===== config.mk =====
export PLATFORM = sky130hd
export DESIGN_NAME = uart_tx_engine
export DESIGN_NICKNAME = d
export VERILOG_FILES = /design/src/rtl/uart_pkg.sv /design/src/rtl/uart_bit_timer.sv /design/src/rtl/uart_tx_engine.sv
export SDC_FILE = /design/constraint.sdc
export NUM_CORES = 1
export LEC_CHECK = 0
export CORE_ASPECT_RATIO = 1.25
export CORE_UTILIZATION = 51
export DETAILED_ROUTE_END_ITERATION = 8
export PLACE_DENSITY = 0.75
export SYNTH_ARGS = -nofsm -noshare
export SYNTH_HDL_FRONTEND = slang
export SYNTH_SLANG_ARGS = --single-unit

===== constraint.sdc =====
create_clock -name clk -period 1.9 [get_ports clk]
set_clock_uncertainty 0.05 [all_clocks]
set_input_delay 0.285 -clock clk [delete_from_list [all_inputs] [get_ports clk]]
set_output_delay 0.285 -clock clk [all_outputs]
set_load 0.03 [all_outputs]

===== src/rtl/uart_pkg.sv =====
// Shared UART definitions used by both the transmit and receive halves.
package uart_pkg;

  localparam int DATA_BITS        = 8;
  localparam int FRAME_BITS_NOPAR = 10;  // start + 8 data + stop
  localparam int FRAME_BITS_PAR   = 11;  // start + 8 data + parity + stop
  localparam int DEFAULT_BAUD_DIV = 868; // 100 MHz / 115200

  typedef enum logic [2:0] {
    ST_IDLE   = 3'd0,
    ST_START  = 3'd1,
    ST_DATA   = 3'd2,
    ST_PARITY = 3'd3,
    ST_STOP   = 3'd4
  } uart_state_e;

endpackage


===== src/rtl/uart_bit_timer.sv =====
// Bit-time counter: counts 0..BAUD_DIV-1 while enabled and pulses up_o on the
// last count, wrapping to zero on that same cycle. A synchronous clear holds it
// at zero. Shared with the receiver for half/full bit timing.
module uart_bit_timer
  import uart_pkg::*;
#(
  parameter int BAUD_DIV = DEFAULT_BAUD_DIV
) (
  input  logic clk,
  input  logic reset,
  input  logic en_i,
  input  logic clr_i,
  output logic up_o
);

  localparam int              CW   = $clog2(BAUD_DIV);
  localparam logic [CW-1:0]   LAST = CW'(BAUD_DIV - 1);

  logic [CW-1:0] cnt_q, cnt_d;

  assign up_o = en_i && !clr_i && (cnt_q == LAST);

  // Next count: clear wins, otherwise count and wrap at the bit boundary.
  always_comb begin
    cnt_d = cnt_q;
    if (clr_i)     cnt_d = '0;
    else if (en_i) cnt_d = up_o ? '0 : cnt_q + 1'b1;
  end

  // Counter register.
  always_ff @(posedge clk or posedge reset) begin
    if (reset) cnt_q <= '0;
    else       cnt_q <= cnt_d;
  end

endmodule


===== src/rtl/uart_tx_engine.sv =====
// UART transmitter: serialises one byte LSB first as start, 8 data bits,
// optional parity, one stop bit. All outputs are registered.
// Optional parity bit is compiled in when UART_TX_PARITY_EN is defined.
module uart_tx_engine
  import uart_pkg::*;
#(
  parameter int BAUD_DIV   = DEFAULT_BAUD_DIV,
  parameter int PARITY_ODD = 0
) (
  input  logic       clk,
  input  logic       reset,
  input  logic       load,
  input  logic [7:0] data_in,
  output logic       tx,
  output logic       tx_rdy,
  output logic       tx_done
);

  localparam logic [2:0] LAST_BIT = 3'(DATA_BITS - 1);

  if ((BAUD_DIV < 2) || (BAUD_DIV > 65535) || (PARITY_ODD < 0) || (PARITY_ODD > 1))
  begin : g_bad_param
    $error("uart_tx_engine: BAUD_DIV must be 2..65535 and PARITY_ODD 0 or 1");
  end

  uart_state_e state_q, state_d;
  logic [7:0]  shift_q, shift_d;
  logic [2:0]  bit_q, bit_d;
  logic        tx_q, tx_d;
  logic        rdy_q, rdy_d;
  logic        done_q, done_d;
  logic        bit_up;
  logic        accept;

`ifdef UART_TX_PARITY_EN
  logic        par_q, par_d;
`endif

  // Only a load seen while idle is taken; data_in is ignored otherwise.
  assign accept = load && rdy_q;

  uart_bit_timer #(.BAUD_DIV(BAUD_DIV)) u_timer (
    .clk   (clk),
    .reset (reset),
    .en_i  (state_q != ST_IDLE),
    .clr_i (state_q == ST_IDLE),
    .up_o  (bit_up)
  );

  // Frame FSM state register.
  always_ff @(posedge clk or posedge reset) begin
    if (reset) state_q <= ST_IDLE;
    else       state_q <= state_d;
  end

  // Frame FSM next state: every non-idle state advances on a bit boundary.
  always_comb begin
    state_d = state_q;
    case (state_q)
      ST_IDLE:  if (accept) state_d = ST_START;
      ST_START: if (bit_up) state_d = ST_DATA;
`ifdef UART_TX_PARITY_EN
      ST_DATA:   if (bit_up && bit_q == LAST_BIT) state_d = ST_PARITY;
      ST_PARITY: if (bit_up) state_d = ST_STOP;
`else
      ST_DATA:   if (bit_up && bit_q == LAST_BIT) state_d = ST_STOP;
`endif
      ST_STOP:  if (bit_up) state_d = ST_IDLE;
      default:  state_d = ST_IDLE;
    endcase
  end

  // Next values of the shifter, bit counter and registered line outputs.
  always_comb begin
    shift_d = shift_q;
    bit_d   = bit_q;
    tx_d    = tx_q;
    rdy_d   = rdy_q;
    done_d  = 1'b0;
`ifdef UART_TX_PARITY_EN
    par_d   = par_q;
`endif
    case (state_q)
      ST_IDLE: begin
        if (accept) begin
          shift_d = data_in;
          bit_d   = '0;
          tx_d    = 1'b0;
          rdy_d   = 1'b0;
`ifdef UART_TX_PARITY_EN
          par_d   = (^data_in) ^ (PARITY_ODD != 0);
`endif
        end
      end
      ST_START: begin
        if (bit_up) begin
          tx_d    = shift_q[0];
          shift_d = {1'b1, shift_q[7:1]};
          bit_d   = '0;
        end
      end
      ST_DATA: begin
        if (bit_up) begin
          if (bit_q != LAST_BIT) begin
            tx_d    = shift_q[0];
            shift_d = {1'b1, shift_q[7:1]};
            bit_d   = bit_q + 1'b1;
          end else begin
`ifdef UART_TX_PARITY_EN
            tx_d    = par_q;
`else
            tx_d    = 1'b1;
`endif
          end
        end
      end
`ifdef UART_TX_PARITY_EN
      ST_PARITY: begin
        if (bit_up) tx_d = 1'b1;
      end
`endif
      ST_STOP: begin
        if (bit_up) begin
          tx_d   = 1'b1;
          rdy_d  = 1'b1;
          done_d = 1'b1;
        end
      end
      default: begin
        tx_d  = 1'b1;
        rdy_d = 1'b1;
      end
    endcase
  end

  // Datapath and output registers; reset drops any partial frame.
  always_ff @(posedge clk or posedge reset) begin
    if (reset) begin
      shift_q <= '1;
      bit_q   <= '0;
      tx_q    <= 1'b1;
      rdy_q   <= 1'b1;
      done_q  <= 1'b0;
`ifdef UART_TX_PARITY_EN
      par_q   <= 1'b0;
`endif
    end else begin
      shift_q <= shift_d;
      bit_q   <= bit_d;
      tx_q    <= tx_d;
      rdy_q   <= rdy_d;
      done_q  <= done_d;
`ifdef UART_TX_PARITY_EN
      par_q   <= par_d;
`endif
    end
  end

  assign tx      = tx_q;
  assign tx_rdy  = rdy_q;
  assign tx_done = done_q;

endmodule


== Yosys cells after proc, flatten, opt, wreduce, memory -nomap -nowiden ==
Index checks and enable logic that the tools add are counted.
Widths: inputs -> output; s select.

* Bits in registers: 27
* Word-level logic and storage cells: 62
* Bits of input ports: 11
* Output and inout bits: 3

* Add/subtract/negate cells: 2
* Multiplexer cells: 26
* Reduce and logical (&&, ||, !) cells: 14
* Eq/ne operators: 12
* Bitwise gates (word level): 1

{| class="wikitable"
|+ Operators by type and width
! cell !! number
|-
| $mux 8 || 4
|-
| $mux 10 || 3
|-
| $pmux 8 s3 || 1
|-
| $mux 3 || 7
|-
| $ne 2x2->1 const B || 6
|-
| $pmux 3 s4 || 1
|-
| $add 10x1->10 const B || 1
|-
| $eq 10x10->1 const B || 1
|-
| $pmux 3 s3 || 1
|-
| $reduce_and 4->1 || 2
|-
| $mux 1 || 7
|-
| $eq 3x3->1 const B || 2
|-
| $reduce_bool 3->1 || 2
|-
| $reduce_and 5->1 || 1
|-
| $logic_and 1x1->1 || 4
|-
| $pmux 1 s4 || 1
|-
| $add 3x1->3 const B || 1
|-
| $eq 3x1->1 const B || 1
|-
| $eq 3x2->1 const B || 1
|-
| $logic_not 3->1 || 1
|-
| $ne 3x3->1 const B || 1
|-
| $pmux 1 s3 || 1
|-
| $reduce_and 3->1 || 1
|-
| $reduce_bool 2->1 || 1
|-
| 3 further kinds || 3
|}

== Longest topological paths before layout ==
Gate-level depths: netlist (run 1).

* Depth in word-level cells: 7
* Depth in mapped cells: 6
* Mapped depth without buffers: 5

== Cells and area by module ==
A second synthesis (run 1) with hierarchy kept.

* Cell total of the unflattened synthesis: 156
* Area, all modules: 1586.5 µm²

{| class="wikitable"
|+ Modules (own cells, without submodules)
! module !! seq. area each (µm²) !! times used !! area an instance (µm²) !! cells each
|-
| uart_tx_engine || 437.9 || 1 || 998.5 || 97
|-
| uart_bit_timer || 250.2 || 1 || 588.1 || 59
|}

== Least setup slack after synthesis (run 1) ==
OpenSTA, ideal clock, no wires.

* Path kind: flip-flop to flip-flop
* Start: register bit_q[0]
* End: register bit_q[0]
* Setup slack: -0.041 ns
* Data arrival time: 1.766 ns
* Library setup time: 0.125 ns
* Buffers on the path: 1
* Stages on the path, launching flop included: 7
* Path through: dfrtp_1 -> ha_1 -> ha_1 -> o22a_4 -> a211oi_4 -> buf_6 -> mux2_4

* Word-level cells in the longest chain between the ends: 4

{| class="wikitable"
|+ Ends and longest elaborated chain
! element !! line !! text
|-
| start: declaration || uart_tx_engine.sv:28 || <nowiki>logic [2:0] bit_q, bit_d;</nowiki>
|-
| start signal: assignment || uart_tx_engine.sv:149 || <nowiki>bit_q <= bit_d;</nowiki>
|-
| $add 3x1->3 || uart_tx_engine.sv:107 || <nowiki>bit_d = bit_q + 1'b1;</nowiki>
|-
| $mux 3 || uart_tx_engine.sv:104 || <nowiki>if (bit_q != LAST_BIT) begin</nowiki>
|-
| $mux 3 || uart_tx_engine.sv:103 || <nowiki>if (bit_up) begin</nowiki>
|-
| $pmux 3 s3 || uart_tx_engine.sv:83 || <nowiki>case (state_q)</nowiki>
|}

Several ways; a longest one is shown, not always the timed one. The select of a mux whose other input is x is not followed.
A chain may end at the register's enable or synchronous reset.

== Worst setup path after layout (run 1) ==
Same ends and word-level chain as after synthesis.

==> results of run 1 <==
==> critical path, cell delays in order (launching register included) <==
cell and delay, ns:
dfrtp_1 0.41, ha_2 0.18, ha_2 0.18, o22a_4 0.26, a211oi_4 0.20, buf_12 0.18
mux2_4 0.30
==> flip-flops by register name (all words and copies together) (netlist names) <==
register	cells
bit_q	3
shift_q	8
state_q	3
tx	1
tx_done	1
tx_rdy	1
u_timer.cnt_q	10
==> logic make-up after synthesis <==
family,Yosys count
flip-flops,27
multiplexers,18
adder cells (fa/ha/maj),3
AO/OA/AOI/OAI,14
AND/OR/NAND/NOR,46
XOR/XNOR,9
buffers and inverters,10
==> cell type report <==
class	count	area (sq um)
inverter	5	18.8
fill	213	898
tap	34	42.5
timing repair buffer	30	288
clock buffer	4	26.3
multi-input combinational	90	768
sequential	27	691
==> placed cells by master, fill, tap and decap left out, types with 5 or more instances in the layout <==
cell and count:
inv_1 5, nor3_1 5, clkdlybuf4s50_1 11, xnor2_1 6
dfstp_2 10, buf_4 14, nand2_1 6, nor2_1 16
mux2_2 9, mux2_4 7, dfrtp_1 15
==> metrics by stage <==
| step | instances | power, mW | worst slack (ns) |
|---|---|---|---|
| finish | 190 | 0.892 | 0.0466 |
| global route | 190 | 0.933 | -0.0221 |
| CTS | 187 | 0.906 | 0.000240 |
| detailed placement | 183 | 0.660 | -0.0464 |
| global placement | 183 | 0.659 | -0.0404 |
| floorplan | 127 | 0.630 | 0.00201 |
==> timing repair <==
item,CTS,global route
pin swaps,0,1
buffers inserted,0,3
resized for setup,2,6
setup endpoints to repair,5,11
==> per-layer routing <==
layer | up-vias | global-route usage [%] | wire length (microns)
met3 | 4 | 2.43 | 63
met4 | 0 | 10.4 | 41
met1 | 496 | 24.7 | 1200
met5 | - | 0 | 0
li1 | 505 | - | -
met2 | 23 | 29.8 | 1420
==> worst paths after layout <==
| kind | endpoint | startpoint | slack [ns] | depth (start not counted) |
|---|---|---|---|---|
| worst max register to register | bit_q[0] | bit_q[0] | 0.05 | 6 |
| min in group clk | tx | tx | 0.47 | 1 |
| worst max-delay path | bit_q[0] | bit_q[0] | 0.05 | 6 |
| worst min register to register | tx | tx | 0.47 | 1 |
| worst min-delay path | tx_done | reset | 0.24 | 3 |
| max in group asynchronous | shift_q[6] | reset | 1.25 | 3 |
==> power by group through the flow <==
stage	clock network [mW]	logic [mW]	registers [mW]
floorplan	0	0.0267	0.603
global placement	0	0.0543	0.605
detailed placement	0	0.0551	0.605
CTS	0.255	0.0552	0.595
global route	0.275	0.0617	0.597
finish	0.241	0.0552	0.596
==> results.md, run 1 <==
* Vias in the first global route at 1,070
* Leak at 0.735 nW
* Final Instance Area at 0.00183 sq mm
* Port-buffer cells at 13
* DP HPWL at 1.96 mm
* Final Core Density at 67.1%
* Adder-cell share of the synthesized area at 2.49%
* Root Buffer: clkbuf_4
* Crit Path Class: reg -> reg
* Most common flop cell mapped by yosys: dfrtp_1
* Most numerous cell in the Yosys netlist: dfrtp_1
* Top-area cell type share of the netlist area at 28.2%
* Switching part of the total at 20.5%
* Mapped Cells at 127
* Share of cells above drive strength 1 at 41.0%
* Psw at 0.183 mW
* I/O pins at 14
* Initial core utilization at 55.1%
* Mapped Nets at 141
* Area contributors post-synth: dfrtp_1 28%, dfstp_2 17%, mux2_2 7.5%, mux2_4 6.0%, nor2_1 4.0%
* Die Ht at 62.8 microns
* Worst-Margin Slew at 0.333 ns
* Mux share of post-synthesis cell area at 14.8%
* Fmax at 0.540 GHz
* P_int at 0.709 mW
* Mapped Area at 0.00151 sq mm
* DIE AREA at 0.00318 sq mm
* Yosys top cell by area: dfrtp_1
* Clock H-tree levels at 1
* Vias/cell at 5.41
* Final hold violation count at 0
* Cts hold-fix bufs at 0
* Synth Area in Compound Gates at 9.47%
* Commonest cells in the netlist: 17 x dfrtp_1, 16 x nor2_1, 10 x dfstp_2, 10 x mux2_2
* Die width at 50.6 microns
* Logic pwr share at 6.2%
* Final Critical Period at 1.85 ns
* Grt total ovfl at 0
* RD Place Congestion at 0.845
* Vias post-DR at 1,028
* Clk pwr share at 27.0%
* Netlist cell types at 37
* Gr usage total at 18.9%
* Kind of end point of the critical path: flop
* Largest net degree at the start of global routing at 28
* Slew HR at 77.8%
* Initial antenna violation count at 0
* Setup crit start kind: flop
* Fraction of power consumed by sequential logic at 66.8%
* DRT iter0 DRCs at 20
* Status: completed
* Area grow syn2layout at 21.8%
* Post-synth ARST share at 100%
* Unrepaired setup endpoints after global routing: true
* Worst Path Max Fanout at 11
* Final WL at 2.73 mm
* Final Hold Slack at 0.242 ns
* Setup-failing EPs final at 0
* Seq/Total Area, Yosys at 45.7%
* Mean Syn Cell Area at 11.9 sq um
* Clock latency at the later pin of the worst-skew pair at 0.32 ns
* Main combinational cell family by area after synthesis: simple AND/OR/NAND/NOR gates
* Synth Register Bits at 27
* Final period util at 97.5%
* # clock sinks at 27
* HP Class: in -> async
* 1st-pass router iterations at 4
* Clock slew at reported path FFs at 0.14 ns
* Yosys warnings at 0
* Maxcap violations at 0
* CP required at 2.08 ns
* Data arrival, critical path at 2.03 ns
* EDFF count, synth at 0
* Layout Nets at 171
* Setup TNS at 0 ns
* VDD IR max at 0.000414 V
* Post-Synth Simple-Gate Area at 18.3%
* Power Density at 486 mW/mm^2
* Core ar. at 0.00273 sq mm
* Antenna cells at 0
* Antenna viol nets, final at 0
* Post-synthesis xor/xnor area fraction at 5.23%
* First-pass GRT wire length at 4.55 mm
* Max Root-Sink Buffers at 2
* WL per Instance at 14.4 microns
* Post-route DRC at 0
* CTS Buf Count at 3
* FP Rows at 21
* CTS tree: yes
* Pins Over Slew Limit at 0
* Cell Area, Placed at 0.00176 sq mm
(Power assumes the default switching activity.)
==> inputs of run 2 (changes only) <==
- GPL_ROUTABILITY_DRIVEN: unset -> 0
==> results of run 2 <==
No change in the layout: final DEF, timing and power equal those of run 1.
==> inputs of run 3 (changes only) <==
- SKIP_CTS_REPAIR_TIMING: unset -> 1
==> results.md, run 3 (synthesis results as in run 1) <==
* I/O pins at 14
* Port-buffer cells at 13
* HP Class: in -> async
* Core ar. at 0.00273 sq mm
* Largest net degree at the start of global routing at 28
* Clock slew at reported path FFs at 0.14 ns
* Setup-failing EPs final at 0
* Fmax at 0.531 GHz
* Setup crit start kind: flop
* 1st-pass router iterations at 4
* Layout Nets at 168
* Max Root-Sink Buffers at 2
* Register-to-register setup slack at 0.02 ns
* Worst-Margin Slew at 0.396 ns
* Pins Over Slew Limit at 0
* Vias post-DR at 1,031
* Initial core utilization at 55.1%
* Die Ht at 62.8 microns
* Share of cells above drive strength 1 at 38.6%
* CP required at 2.08 ns
* Leak at 0.732 nW
* First-pass GRT wire length at 4.55 mm
* Most frequent cells in the layout: 16 x nor2_1, 16 x dfrtp_1, 12 x buf_4, 11 x clkdlybuf4s50_1, 10 x dfstp_2
* Final Core Density at 65.8%
* Initial antenna violation count at 0
* Die width at 50.6 microns
* Power Density at 500 mW/mm^2
* FP Rows at 21
* Vias in the first global route at 1,061
* Antenna viol nets, final at 0
* Status: completed
* CTS tree: yes
* Area grow syn2layout at 19.4%
* Crit Path Class: reg -> reg
* Total Power at 0.900 mW
* Clock H-tree levels at 1
* DP HPWL at 1.96 mm
* Grt total ovfl at 0
* Biggest regs: u_timer.cnt_q x10, shift_q x8
* Final Critical Period at 1.88 ns
* Setup TNS at 0 ns
* Root Buffer: clkbuf_4
* Gr usage total at 18.9%
* Psw at 0.190 mW
* Slew HR at 73.6%
* P_int at 0.709 mW
* Setup ws final at 0.0160 ns
* Unrepaired setup endpoints after global routing: true
* Data arrival, critical path at 2.06 ns
* Final period util at 99.2%
* Worst Path Max Fanout at 11
* Final hold violation count at 0
* Kind of end point of the critical path: flop
* # clock sinks at 27
* Max reg flops at 10
* Post-route DRC at 0
* DRT iter0 DRCs at 14
* DIE AREA at 0.00318 sq mm
* Fraction of power consumed by sequential logic at 66.3%
* Final WL at 2.77 mm
* Logic pwr share at 6.2%
* Antenna cells at 0
* Vias/cell at 5.51
* Pre-CTS setup slack at -0.0464 ns
* Clk pwr share at 27.5%
* Largest reg by FF count: u_timer.cnt_q
* VDD IR max at 0.000424 V
* WL per Instance at 14.8 microns
* Maxcap violations at 0
* CTS Buf Count at 3
* Clock latency at the later pin of the worst-skew pair at 0.32 ns
* Switching part of the total at 21.2%
==> run 3: final timing paths <==
check / startpoint / endpoint / cells past startpoint
worst max-delay path: bit_q[0] / bit_q[0] / 6
worst min-delay path: reset / tx_done / 3
worst min register to register: tx / tx / 1
min in group clk: tx / tx / 1
max in group asynchronous: reset / shift_q[7] / 3
worst max register to register: bit_q[0] / bit_q[0] / 6
==> run 3: layer usage <==
layer / vias to the layer above / GRT usage [%] / wire length, microns
li1: 499 / - / -
met3: 6 / 2.43 / 46
met2: 18 / 29.8 / 1400
met4: 0 / 10.4 / 61
met5: - / 0 / 0
met1: 508 / 24.7 / 1260
==> run 3: final cells by class <==
cell class,instances,area (sq um)
Sequential cell,27,689
Clock buffer,4,26.3
Tap cell,34,42.5
Inverter,5,18.8
Fill cell,215,933
Timing Repair Buffer,27,256
Multi-Input combinational cell,90,766
==> run 3: critical path, stage by stage (launching register included) <==
cell,delay (ns)
dfrtp_1,0.41
ha_1,0.20
ha_2,0.19
o22a_4,0.26
a211oi_4,0.20
buf_12,0.18
mux2_4,0.30
==> run 3: power by group through the flow <==
stage / registers [mW] / logic (mW) / clock network, mW
2_1_floorplan: 0.603 / 0.0267 / 0
3_5_place_dp: 0.605 / 0.0551 / 0
4_1_cts: 0.595 / 0.0552 / 0.255
3_3_place_gp: 0.605 / 0.0543 / 0
6_report: 0.596 / 0.0557 / 0.248
5_1_grt: 0.597 / 0.0620 / 0.275
==> run 3: stage by stage <==
step	instance area (sq um)	hold slack, ns	cells
6_report	1800	0.239	187
5_1_grt	1800	0.264	187
4_1_cts	1780	0.245	187
3_5_place_dp	1760	0.449	183
3_3_place_gp	1760	0.449	183
2_1_floorplan	1510	0.280	127
